### config.mk
export PLATFORM = sky130hd
export DESIGN_NAME = bcd_op_sequencer_flat
export DESIGN_NICKNAME = d
export VERILOG_FILES = /design/src/rtl/bcd_op_sequencer_if.sv /design/src/rtl/bcd_op_sequencer.sv /design/src/flat_wrapper.sv
export SDC_FILE = /design/constraint.sdc
export NUM_CORES = 1
export LEC_CHECK = 0
export CORE_ASPECT_RATIO = 0.9
export CORE_UTILIZATION = 40
export DETAILED_ROUTE_END_ITERATION = 8
export PLACE_DENSITY_LB_ADDON = 0.15
export RECOVER_POWER = 50
export SLEW_MARGIN = 10
export SYNTH_ARGS = -nofsm -noshare
export SYNTH_HDL_FRONTEND = slang
export SYNTH_SLANG_ARGS = --single-unit
### constraint.sdc
create_clock -name clk -period 25.7 [get_ports clk]
set_input_delay 2.57 -clock clk [delete_from_list [all_inputs] [get_ports clk]]
set_output_delay 2.57 -clock clk [all_outputs]
set_load 0.005 [all_outputs]
### src/rtl/bcd_op_sequencer_if.sv
// Request/response bundle between a BCD operation requester and bcd_op_sequencer.
// master = requester side, slave = sequencer side.
interface bcd_op_sequencer_if #(
   parameter int DIGITS = 8
);
   localparam int W = 4 * DIGITS;

   logic         req_valid;
   logic         req_ready;
   logic [1:0]   req_op;
   logic [W-1:0] req_a;
   logic [W-1:0] req_b;

   logic         rsp_valid;
   logic         rsp_ready;
   logic [W-1:0] rsp_result;
   logic         rsp_neg;
   logic         rsp_ovf;
   logic         rsp_err;

   modport master (
      output req_valid, req_op, req_a, req_b, rsp_ready,
      input  req_ready, rsp_valid, rsp_result, rsp_neg, rsp_ovf, rsp_err
   );

   modport slave (
      input  req_valid, req_op, req_a, req_b, rsp_ready,
      output req_ready, rsp_valid, rsp_result, rsp_neg, rsp_ovf, rsp_err
   );
endinterface

### src/rtl/bcd_op_sequencer.sv
// Sequences BCD add/sub/mul; add/sub/reject answer the cycle after accept, mul DIGITS edges after accept.
// One op in flight; the response is held until rsp_ready, and no request is taken until it is consumed.
module bcd_op_sequencer #(
   parameter int DIGITS = 8
) (
   input  logic              clk,
   input  logic              reset,
   input  logic              abort,
   bcd_op_sequencer_if.slave bus,
   output logic              busy
);
   localparam int W     = 4 * DIGITS;
   localparam int CNT_W = (DIGITS > 1) ? $clog2(DIGITS) : 1;

   localparam logic [1:0] OP_ADD = 2'b00;
   localparam logic [1:0] OP_SUB = 2'b01;
   localparam logic [1:0] OP_MUL = 2'b10;
   localparam logic [1:0] OP_RSV = 2'b11;

   typedef enum logic [1:0] {
      ST_IDLE,
      ST_MUL,
      ST_RESP
   } state_t;

   typedef struct packed {
      logic         vld;
      logic [W-1:0] result;
      logic         neg;
      logic         ovf;
      logic         err;
   } rsp_t;

   function automatic logic digits_ok(input logic [W-1:0] x);
      logic ok;
      ok = 1'b1;
      for (int i = 0; i < DIGITS; i++) begin
         if (x[4*i +: 4] > 4'd9) ok = 1'b0;
      end
      return ok;
   endfunction

   function automatic logic [W-1:0] nines(input logic [W-1:0] x);
      logic [W-1:0] r;
      r = '0;
      for (int i = 0; i < DIGITS; i++) begin
         r[4*i +: 4] = 4'd9 - x[4*i +: 4];
      end
      return r;
   endfunction

   // Ripple decimal adder; MSB of the return value is the decimal carry-out.
   function automatic logic [W:0] bcd_add(input logic [W-1:0] x, input logic [W-1:0] y,
                                          input logic cin);
      logic         c;
      logic [4:0]   s;
      logic [W-1:0] r;
      c = cin;
      r = '0;
      for (int i = 0; i < DIGITS; i++) begin
         s = {1'b0, x[4*i +: 4]} + {1'b0, y[4*i +: 4]} + {4'd0, c};
         if (s > 5'd9) begin
            s = s + 5'd6;
            c = 1'b1;
         end else begin
            c = 1'b0;
         end
         r[4*i +: 4] = s[3:0];
      end
      return {c, r};
   endfunction

   // DIGITS x 1 digit product; the top nibble is the digit that falls off the result width.
   function automatic logic [W+3:0] bcd_mul1(input logic [W-1:0] x, input logic [3:0] m);
      logic [6:0]   p;
      logic [3:0]   c;
      logic [W-1:0] r;
      c = '0;
      r = '0;
      for (int i = 0; i < DIGITS; i++) begin
         p = {3'd0, x[4*i +: 4]} * {3'd0, m} + {3'd0, c};
         r[4*i +: 4] = 4'(p % 7'd10);
         c           = 4'(p / 7'd10);
      end
      return {c, r};
   endfunction

   state_t           state_q, state_d;
   logic [W-1:0]     acc_q, acc_d;
   logic [W-1:0]     mcand_q, mcand_d;
   logic [W-1:0]     mplier_q, mplier_d;
   logic [CNT_W-1:0] cnt_q, cnt_d;
   logic             ovf_q, ovf_d;
   rsp_t             rsp_q, rsp_d;

   logic             accept;
   logic             req_ok;
   logic             is_sub;
   logic [W:0]       addsub;
   logic [W+3:0]     pp;
   logic [W:0]       acc_sum;
   logic             step_ovf;

   assign bus.req_ready = (state_q == ST_IDLE) && !abort;
   assign accept        = bus.req_valid && bus.req_ready;
   assign req_ok        = digits_ok(bus.req_a) && digits_ok(bus.req_b) && (bus.req_op != OP_RSV);
   assign is_sub        = (bus.req_op == OP_SUB);
   assign addsub        = bcd_add(bus.req_a, is_sub ? nines(bus.req_b) : bus.req_b, is_sub);

   assign pp       = bcd_mul1(mcand_q, mplier_q[3:0]);
   assign acc_sum  = bcd_add(acc_q, pp[W-1:0], 1'b0);
   // Magnitude overflow: accumulate carry, lost partial-product digit, or a live multiplicand digit pushed out.
   assign step_ovf = acc_sum[W]
                   | ((pp[W+3:W] != 4'd0) && (mplier_q[3:0] != 4'd0))
                   | ((mcand_q[W-1:W-4] != 4'd0) && (mplier_q[W-1:4] != '0));

   always_comb begin
      state_d  = state_q;
      acc_d    = acc_q;
      mcand_d  = mcand_q;
      mplier_d = mplier_q;
      cnt_d    = cnt_q;
      ovf_d    = ovf_q;
      rsp_d    = rsp_q;

      case (state_q)
         ST_IDLE: begin
            if (accept) begin
               if (!req_ok) begin
                  rsp_d   = '{vld: 1'b1, result: '0, neg: 1'b0, ovf: 1'b0, err: 1'b1};
                  state_d = ST_RESP;
               end else if (bus.req_op == OP_MUL) begin
                  acc_d    = '0;
                  mcand_d  = bus.req_a;
                  mplier_d = bus.req_b;
                  cnt_d    = '0;
                  ovf_d    = 1'b0;
                  state_d  = ST_MUL;
               end else begin
                  rsp_d.vld    = 1'b1;
                  rsp_d.result = addsub[W-1:0];
                  rsp_d.neg    = (addsub[W-1:W-4] == 4'd9);
                  rsp_d.ovf    = (bus.req_op == OP_ADD) && addsub[W];
                  rsp_d.err    = 1'b0;
                  state_d      = ST_RESP;
               end
            end
         end

         ST_MUL: begin
            acc_d    = acc_sum[W-1:0];
            mcand_d  = {mcand_q[W-5:0], 4'd0};
            mplier_d = {4'd0, mplier_q[W-1:4]};
            cnt_d    = cnt_q + 1'b1;
            ovf_d    = ovf_q | step_ovf;
            if (cnt_q == CNT_W'(DIGITS - 1)) begin
               rsp_d.vld    = 1'b1;
               rsp_d.result = acc_sum[W-1:0];
               rsp_d.neg    = (acc_sum[W-1:W-4] == 4'd9);
               rsp_d.ovf    = ovf_q | step_ovf;
               rsp_d.err    = 1'b0;
               state_d      = ST_RESP;
            end
         end

         ST_RESP: begin
            if (bus.rsp_ready) begin
               rsp_d.vld = 1'b0;
               state_d   = ST_IDLE;
            end
         end

         default: state_d = ST_IDLE;
      endcase

      if (abort) begin
         rsp_d.vld = 1'b0;
         state_d   = ST_IDLE;
      end
   end

   always_ff @(posedge clk or posedge reset) begin
      if (reset) begin
         state_q  <= ST_IDLE;
         acc_q    <= '0;
         mcand_q  <= '0;
         mplier_q <= '0;
         cnt_q    <= '0;
         ovf_q    <= 1'b0;
         rsp_q    <= '0;
      end else begin
         state_q  <= state_d;
         acc_q    <= acc_d;
         mcand_q  <= mcand_d;
         mplier_q <= mplier_d;
         cnt_q    <= cnt_d;
         ovf_q    <= ovf_d;
         rsp_q    <= rsp_d;
      end
   end

   assign bus.rsp_valid  = rsp_q.vld;
   assign bus.rsp_result = rsp_q.result;
   assign bus.rsp_neg    = rsp_q.neg;
   assign bus.rsp_ovf    = rsp_q.ovf;
   assign bus.rsp_err    = rsp_q.err;
   assign busy           = (state_q != ST_IDLE);
endmodule

### src/flat_wrapper.sv
// flat-port wrapper written by rule: the top's interface ports become plain ports
module bcd_op_sequencer_flat 
#(
   parameter int DIGITS = 8
)
  (clk, reset, abort, busy, bus_req_valid, bus_req_op, bus_req_a, bus_req_b, bus_rsp_ready, bus_req_ready, bus_rsp_valid, bus_rsp_result, bus_rsp_neg, bus_rsp_ovf, bus_rsp_err);
  bcd_op_sequencer_if #(.DIGITS(DIGITS)) bus_i ();
  input  logic clk;
  input  logic reset;
  input  logic abort;
  output logic busy;
  input wire logic [$bits(bus_i.req_valid)-1:0] bus_req_valid;
  input wire logic [$bits(bus_i.req_op)-1:0] bus_req_op;
  input wire logic [$bits(bus_i.req_a)-1:0] bus_req_a;
  input wire logic [$bits(bus_i.req_b)-1:0] bus_req_b;
  input wire logic [$bits(bus_i.rsp_ready)-1:0] bus_rsp_ready;
  output wire logic [$bits(bus_i.req_ready)-1:0] bus_req_ready;
  output wire logic [$bits(bus_i.rsp_valid)-1:0] bus_rsp_valid;
  output wire logic [$bits(bus_i.rsp_result)-1:0] bus_rsp_result;
  output wire logic [$bits(bus_i.rsp_neg)-1:0] bus_rsp_neg;
  output wire logic [$bits(bus_i.rsp_ovf)-1:0] bus_rsp_ovf;
  output wire logic [$bits(bus_i.rsp_err)-1:0] bus_rsp_err;
  assign bus_i.req_valid = bus_req_valid;
  assign bus_i.req_op = bus_req_op;
  assign bus_i.req_a = bus_req_a;
  assign bus_i.req_b = bus_req_b;
  assign bus_i.rsp_ready = bus_rsp_ready;
  assign bus_req_ready = bus_i.req_ready;
  assign bus_rsp_valid = bus_i.rsp_valid;
  assign bus_rsp_result = bus_i.rsp_result;
  assign bus_rsp_neg = bus_i.rsp_neg;
  assign bus_rsp_ovf = bus_i.rsp_ovf;
  assign bus_rsp_err = bus_i.rsp_err;
  bcd_op_sequencer #(.DIGITS(DIGITS)) u_core (.clk(clk), .reset(reset), .abort(abort), .bus(bus_i), .busy(busy));
endmodule
=== Word-level counts from Yosys, hierarchy flattened ===
Cells that the tools add are included.
Widths: inputs -> output; s select.

* Register bits after elaboration: 138
* Input port bits: 71
* Output and inout bits: 38
* Word-level logic and storage cells: 255

* $add $sub $neg: 63
* $mul: 8
* Div/mod/pow operators: 16
* $lt $le $gt $ge: 32
* Equal/unequal tests: 17
* Muxes and demuxes: 84
* Bitwise logic cells: 3
* Reduce and logical (&&, ||, !) cells: 21

{| class="wikitable"
|+ Operator list
! operator !! number
|-
| $mux 32 || 10
|-
| $pmux 32 s2 || 3
|-
| $mux 36 || 4
|-
| $add 4x4->5 || 16
|-
| $gt 5x4->1 const B || 16
|-
| $add 5x1->5 || 15
|-
| $pmux 35 s2 || 1
|-
| $add 4x3->4 const B || 16
|-
| $gt 4x4->1 const B || 16
|-
| $mux 4 || 16
|-
| $div 7x4->7 const B || 8
|-
| $mod 7x4->7 const B || 8
|-
| $mul 4x4->7 || 8
|-
| $add 7x4->7 || 7
|-
| $mux 1 || 37
|-
| $sub 4x4->4 const A || 8
|-
| $reduce_bool 28->1 || 1
|-
| $reduce_bool 4->1 || 4
|-
| $mux 2 || 6
|-
| $mux 3 || 3
|-
| $eq 4x4->1 const B || 2
|-
| $reduce_and 4->1 || 2
|-
| $logic_and 1x1->1 || 7
|-
| $ne 2x1->1 const B || 3
|-
| other kinds (18) || 27
|}

=== Depth between registers and ports, before layout ===
Gate-level depths: netlist of run 1.

* Word-level depth: 33
* Mapped depth: 138
* Gate-level depth less buffers: 132

=== Worst setup path after synthesis of run 1 ===
Ideal clock, no wire load.

* Path type: reg2reg
* Start point: reg u_core.mplier_q[3]
* End point: reg u_core.rsp_q, in the netlist u_core.bus.rsp_ovf
* Library setup time: 134 ps
* Arrival time: 27,158 ps
* Required time: 25,566 ps
* Setup slack: -1,592 ps
* Stages on the path, launching flop included: 136
* Buffers on the path: 7
* Clock period less this slack: 27,292 ps
* Cells stage by stage: dfrtp_1 -> buf_4 -> buf_4 -> and2_1 -> fa_1 -> fa_1 -> ha_1 -> a21o_1 -> a21oi_1 -> xor2_1 -> a31oi_1 -> a211o_1 -> o21ai_0 -> a21oi_1 -> xnor2_1 -> ha_1 -> inv_1 -> o21ai_0 -> [100 not listed] -> xor2_1 -> nor2_1 -> o32ai_1 -> ha_1 -> inv_1 -> a221oi_1 -> a21boi_2 -> nor2_2 -> xnor2_1 -> fa_1 -> xor2_1 -> ha_1 -> nand2b_1 -> a311oi_1 -> nor3b_1 -> nand3_1 -> o21ai_1 -> a221oi_1

* Cells in the longest elaborated chain, start to end: 31
* Elaborated cells on any way between the ends: 70
* Classes of those cells: 22 x add/sub; 8 x mul; 16 x div; 8 x order compare; 10 x mux; 3 x bitwise; 3 x reduce/logical

{| class="wikitable"
|+ Ends and longest elaborated chain
! what !! RTL line !! RTL
|-
| from (decl) || bcd_op_sequencer.sv:91 || <nowiki>logic [W-1:0] mplier_q, mplier_d;</nowiki>
|-
| from (signal assigned) || bcd_op_sequencer.sv:195 || <nowiki>mplier_q <= mplier_d;</nowiki>
|-
| branches (longest 26 deep; another with $mul 4x4->7) || - ||
|-
| $or 1x1->1 * || bcd_op_sequencer.sv:114 || <nowiki>| ((pp[W+3:W] != 4'd0) && (mplier_q[3:0] != 4'd0))</nowiki>
|-
| $or 1x1->1 * || bcd_op_sequencer.sv:115 || <nowiki>| ((mcand_q[W-1:W-4] != 4'd0) && (mplier_q[W-1:4] != '0));</nowiki>
|-
| $or 1x1->1 * || bcd_op_sequencer.sv:160 || <nowiki>rsp_d.ovf = ovf_q | step_ovf;</nowiki>
|-
| $mux 36 * || bcd_op_sequencer.sv:156 || <nowiki>if (cnt_q == CNT_W'(DIGITS - 1)) begin</nowiki>
|-
| $pmux 35 s2 * || bcd_op_sequencer.sv:126 || <nowiki>case (state_q)</nowiki>
|-
| to (signal assigned) || bcd_op_sequencer.sv:198 || <nowiki>rsp_q <= rsp_d;</nowiki>
|-
| to (decl) || bcd_op_sequencer.sv:94 || <nowiki>rsp_t rsp_q, rsp_d;</nowiki>
|}

Mark *: on every way between the ends. The select of a mux whose other input is x is not followed.
A chain may end at the register's enable or synchronous reset.

=== Worst setup path after layout of run 1 ===
* Start point: reg u_core.mcand_q[1]
* End point: reg u_core.rsp_q, in the netlist u_core.bus.rsp_ovf

* Cells in the longest elaborated chain, start to end: 31
* Elaborated cells on any way between the ends: 62
* Classes of those cells: 22 x add/sub; 1 x mul; 16 x div; 8 x order compare; 10 x mux; 3 x bitwise; 2 x reduce/logical

{| class="wikitable"
|+ Ends and longest elaborated chain
! what !! RTL line !! RTL
|-
| from (decl) || bcd_op_sequencer.sv:90 || <nowiki>logic [W-1:0] mcand_q, mcand_d;</nowiki>
|-
| from (signal assigned) || bcd_op_sequencer.sv:194 || <nowiki>mcand_q <= mcand_d;</nowiki>
|-
| $mul 4x4->7 * || bcd_op_sequencer.sv:81 || <nowiki>p = {3'd0, x[4*i +: 4]} * {3'd0, m} + {3'd0, c};</nowiki>
|-
| branches (longest 25 deep; another with $div 7x4->7) || - ||
|-
| $or 1x1->1 * || bcd_op_sequencer.sv:114 ||
|-
| $or 1x1->1 * || bcd_op_sequencer.sv:115 ||
|-
| $or 1x1->1 * || bcd_op_sequencer.sv:160 ||
|-
| $mux 36 * || bcd_op_sequencer.sv:156 ||
|-
| $pmux 35 s2 * || bcd_op_sequencer.sv:126 ||
|}

Marked as above.

==> results of run 1 <==
[flip-flops by register name, summed over array words and instances (netlist names)]
name and count:
u_core.acc_q 32, u_core.state_q 2, u_core.ovf_q 1, u_core.bus.rsp_err 1, u_core.bus.rsp_ovf 1, u_core.cnt_q 3
u_core.mcand_q 32, u_core.bus.rsp_neg 1, u_core.bus.rsp_valid 1, u_core.mplier_q 32, u_core.bus.rsp_result 32
[power by group]
part | leakage [µW] | switching, µW | internal, µW
clock | 0.000282 | 116 | 141
sequential | 0.00183 | 1.95 | 219
combinational | 0.00812 | 93.4 | 69.5
[how the worst max path moves through the flow]
stage | slack, ps | end
final | 1290 | u_core.bus.rsp_ovf$_DFFE_PP0P_
after global routing | -210 | u_core.bus.rsp_ovf$_DFFE_PP0P_
after CTS | 20 | u_core.bus.rsp_result[29]$_DFFE_PP0P_
after detailed placement | -750 | u_core.bus.rsp_ovf$_DFFE_PP0P_
after global placement | 130 | u_core.bus.rsp_ovf$_DFFE_PP0P_
after floorplan | 10 | u_core.bus.rsp_ovf$_DFFE_PP0P_
[worst register-to-register path, delay by kind of cell (launching register included)]
| kind | cells | cell delay (ps) |
|---|---|---|
| and+or+nand+nor | 28 | 4150 |
| buffers and inverters | 13 | 1140 |
| AOI/OAI and AO/OA | 46 | 8260 |
| DFF | 1 | 430 |
| adders and majority gates | 33 | 8630 |
| muxes | 1 | 200 |
| xor gates and xnor gates | 9 | 1480 |
[layout by cell type (no fill, tap or decap), types with 16 or more instances in the layout]
| master | n |
|---|---|
| a211oi_1 | 19 |
| a21o_1 | 51 |
| a21oi_1 | 70 |
| a22o_1 | 27 |
| a31oi_1 | 71 |
| and2_1 | 77 |
| buf_4 | 113 |
| clkbuf_16 | 17 |
| clkdlybuf4s50_1 | 71 |
| dfrtp_1 | 135 |
| dlygate4sd3_1 | 37 |
| fa_1 | 68 |
| ha_1 | 195 |
| ha_2 | 17 |
| inv_1 | 149 |
| mux2_2 | 17 |
| mux2i_1 | 23 |
| nand2_1 | 325 |
| nand2b_1 | 16 |
| nand3_1 | 19 |
| nor2_1 | 131 |
| nor3_1 | 33 |
| o21ai_0 | 105 |
| o21ai_1 | 17 |
| xnor2_1 | 101 |
| xor2_1 | 33 |
[cells in the mapped netlist, drive strengths merged, types with 15 or more instances]
cell	instances
buf	20
ha	213
nand2	329
nand2b	20
o21ai	128
inv	152
mux2i	23
a211oi	22
nor2	137
fa	76
and2	80
nor4	15
clkbuf	70
mux2	17
dfrtp	138
a31oi	74
xnor2	115
a21boi	17
a221oi	17
a22o	27
nand3	21
a21o	51
xor2	45
nor3	38
a21oi	85
[metal layers]
layer	wire length, µm	up-vias
met4	993	2
met1	24700	7649
met2	22900	368
li1	-	7739
met5	13	-
met3	2260	66
[timing repair]
action,4_1_cts,5_1_grt
endpoints found under the hold margin,0,0
pin swaps,8,56
buffers inserted,10,35
endpoints found under the setup margin,9,9
gates cloned,0,0
resized for setup,6,94
[layout make-up]
| type | instances | area, µm² | share of cell area (%) |
|---|---|---|---|
| well taps | 555 | 694 | 3.31 |
| flip-flops and latches | 138 | 3460 | 16.5 |
| multi-input cells | 1738 | 13700 | 65.4 |
| repair buffers | 222 | 1930 | 9.22 |
| inverters | 152 | 572 | 2.73 |
| clock buffers | 19 | 453 | 2.16 |
| clock inverters | 13 | 133 | 0.633 |
[cells by family (layout without fill, tap and decap cells)]
kind of cell               after synthesis  in the layout  synth area share, %
and+or+nand+nor                        693            693                 17.9
muxes                                   41             41                 2.53
xor gates and xnor gates               166            166                 9.43
AOI/OAI and AO/OA                      547            547                 21.2
adders and majority gates              291            291                 24.0
DFF                                    138            138                 19.7
buffers and inverters                  242            406                 5.35
[through the flow]
stage	total power, µW	instances	area [µm²]	util (%)	hold WS (ps)
2_1_floorplan	334	2118	17700	-	452
3_3_place_gp	384	2760	19600	45.5	465
3_5_place_dp	387	2760	19600	45.5	470
4_1_cts	647	2802	20300	47.1	486
5_1_grt	673	2837	21000	48.6	515
6_report	640	2837	21000	48.6	474
==> run summary, run 1 <==
Highest Clock Rate: 41.0 MHz
clk sinks: 138
die height: 201 µm
worst reg2reg path depth: 130
PwrDens: 30.6 nW/µm²
met3 usage: 3.78%
final setup vio count: 0
Worst Hold End: u_core.bus.rsp_result[24]$_DFFE_PP0P_
Seq/Total Area, Yosys: 19.7%
Place WS: -748 ps
worst stage delay on the critical path: 520 ps
Tmin final: 24410 ps
fin worst setup slack: 1290 ps
Final HPWL DP: 38.3 mm
Final Cycle Share: 95.0%
grt met1 use: 32.7%
synth top area cells: dfrtp_1 20%, ha_1 15%, fa_1 8.7%
register bit total from synthesis: 138
Area growth, synth to finish: 19.4%
Via density: 5.58
Clock Path Buffers: 2
initial DRC count: 1000
nets: 2629
critical path arrival: 24730 ps
Critical Path RT: 26010 ps
Worst path depth: 130
worst vdd ir: 38.9 µV
antenna viol nets, final: 0
met2 Use GR: 35.6%
global routing's busiest layer: met2
outcome: finished, violations left
static leakage: 0.0102 µW
flop2flop setup slack: 1290 ps
Initial Util: 40.7%
crit path launch: u_core.mcand_q[1]$_DFFE_PP0P_
max capacitance violation total: 2
violated checks: capacitance limit, slew limit
Worst-Skew Late Latency: 460 ps
Mapped Area: 17600 µm²
CTS tree: done
Routability Congestion: 0.911
Crit path max-delay family: adder cells
actual slew at the worst max-slew pin: 3730 ps
Buf/Inv on CP: 13
layout cells sized above 1: 13.5%
drt wl/cell: 17.9 µm
die width: 223 µm
fill count: 4176
Crit Path Category: flop to flop
reg2reg start: u_core.mcand_q[1]$_DFFE_PP0P_
IO buf count: 108
critical path capture point type: flop
DRC violations left: 0
row count: 72
WL final: 50.9 mm
Core Footprint: 43200 µm²
hold path startpoint: u_core.bus.rsp_result[24]$_DFFE_PP0P_
global-route wire length before repair: 81.8 mm
Hold Vio Cnt, Final: 0
Top-Level Pins: 109
share of flip-flops with an asynchronous set or reset: 100%
hold crit path type: flop to flop
Pre-antenna DRT Iters: 5
Clock transition at path regs: 70 ps
initial antenna violation count: 1
Synth area leader: dfrtp_1
number of vias in the routed layout: 15800
slew margin rel.: -150%
post-synth cell types: 96
Synth Flop Type: dfrtp_1
largest net degree at the start of global routing: 105
Worst path most repeated cell: ha_2
WHS Path Cells: 2
setup TNS: 0 ps
vias in the first global route: 15400
Reg-to-Reg End: u_core.bus.rsp_ovf$_DFFE_PP0P_
Post-Syn Instances: 2118
worst clock skew: 18.8 ps
Num CTS Buffers: 17
clk root buf: clkbuf_16
slowest cell on the critical path: fa_1
DIE AREA: 44700 µm²
syn nets: 2478
Total Routing Usage GR: 22.9%
# diodes: 0
Post-synth EDFFs: 0
synthesized area per cell: 8.29 µm²
Post-CTS Hold Buffers: 0
htree depth: 4
CP startpoint kind: flop
Crit Path Max Fanout: 7
top cell type's share of synthesized area: 19.7%
synth warn: 0
total gr overflow: 0
fin. max-slew vios: 141
(Power assumes the default switching activity.)
==> run 2, diff against run 1 <==
- GPL_ROUTABILITY_DRIVEN: unset -> 1
==> results of run 2 <==
No change in the layout: final DEF, timing and power equal those of run 1.
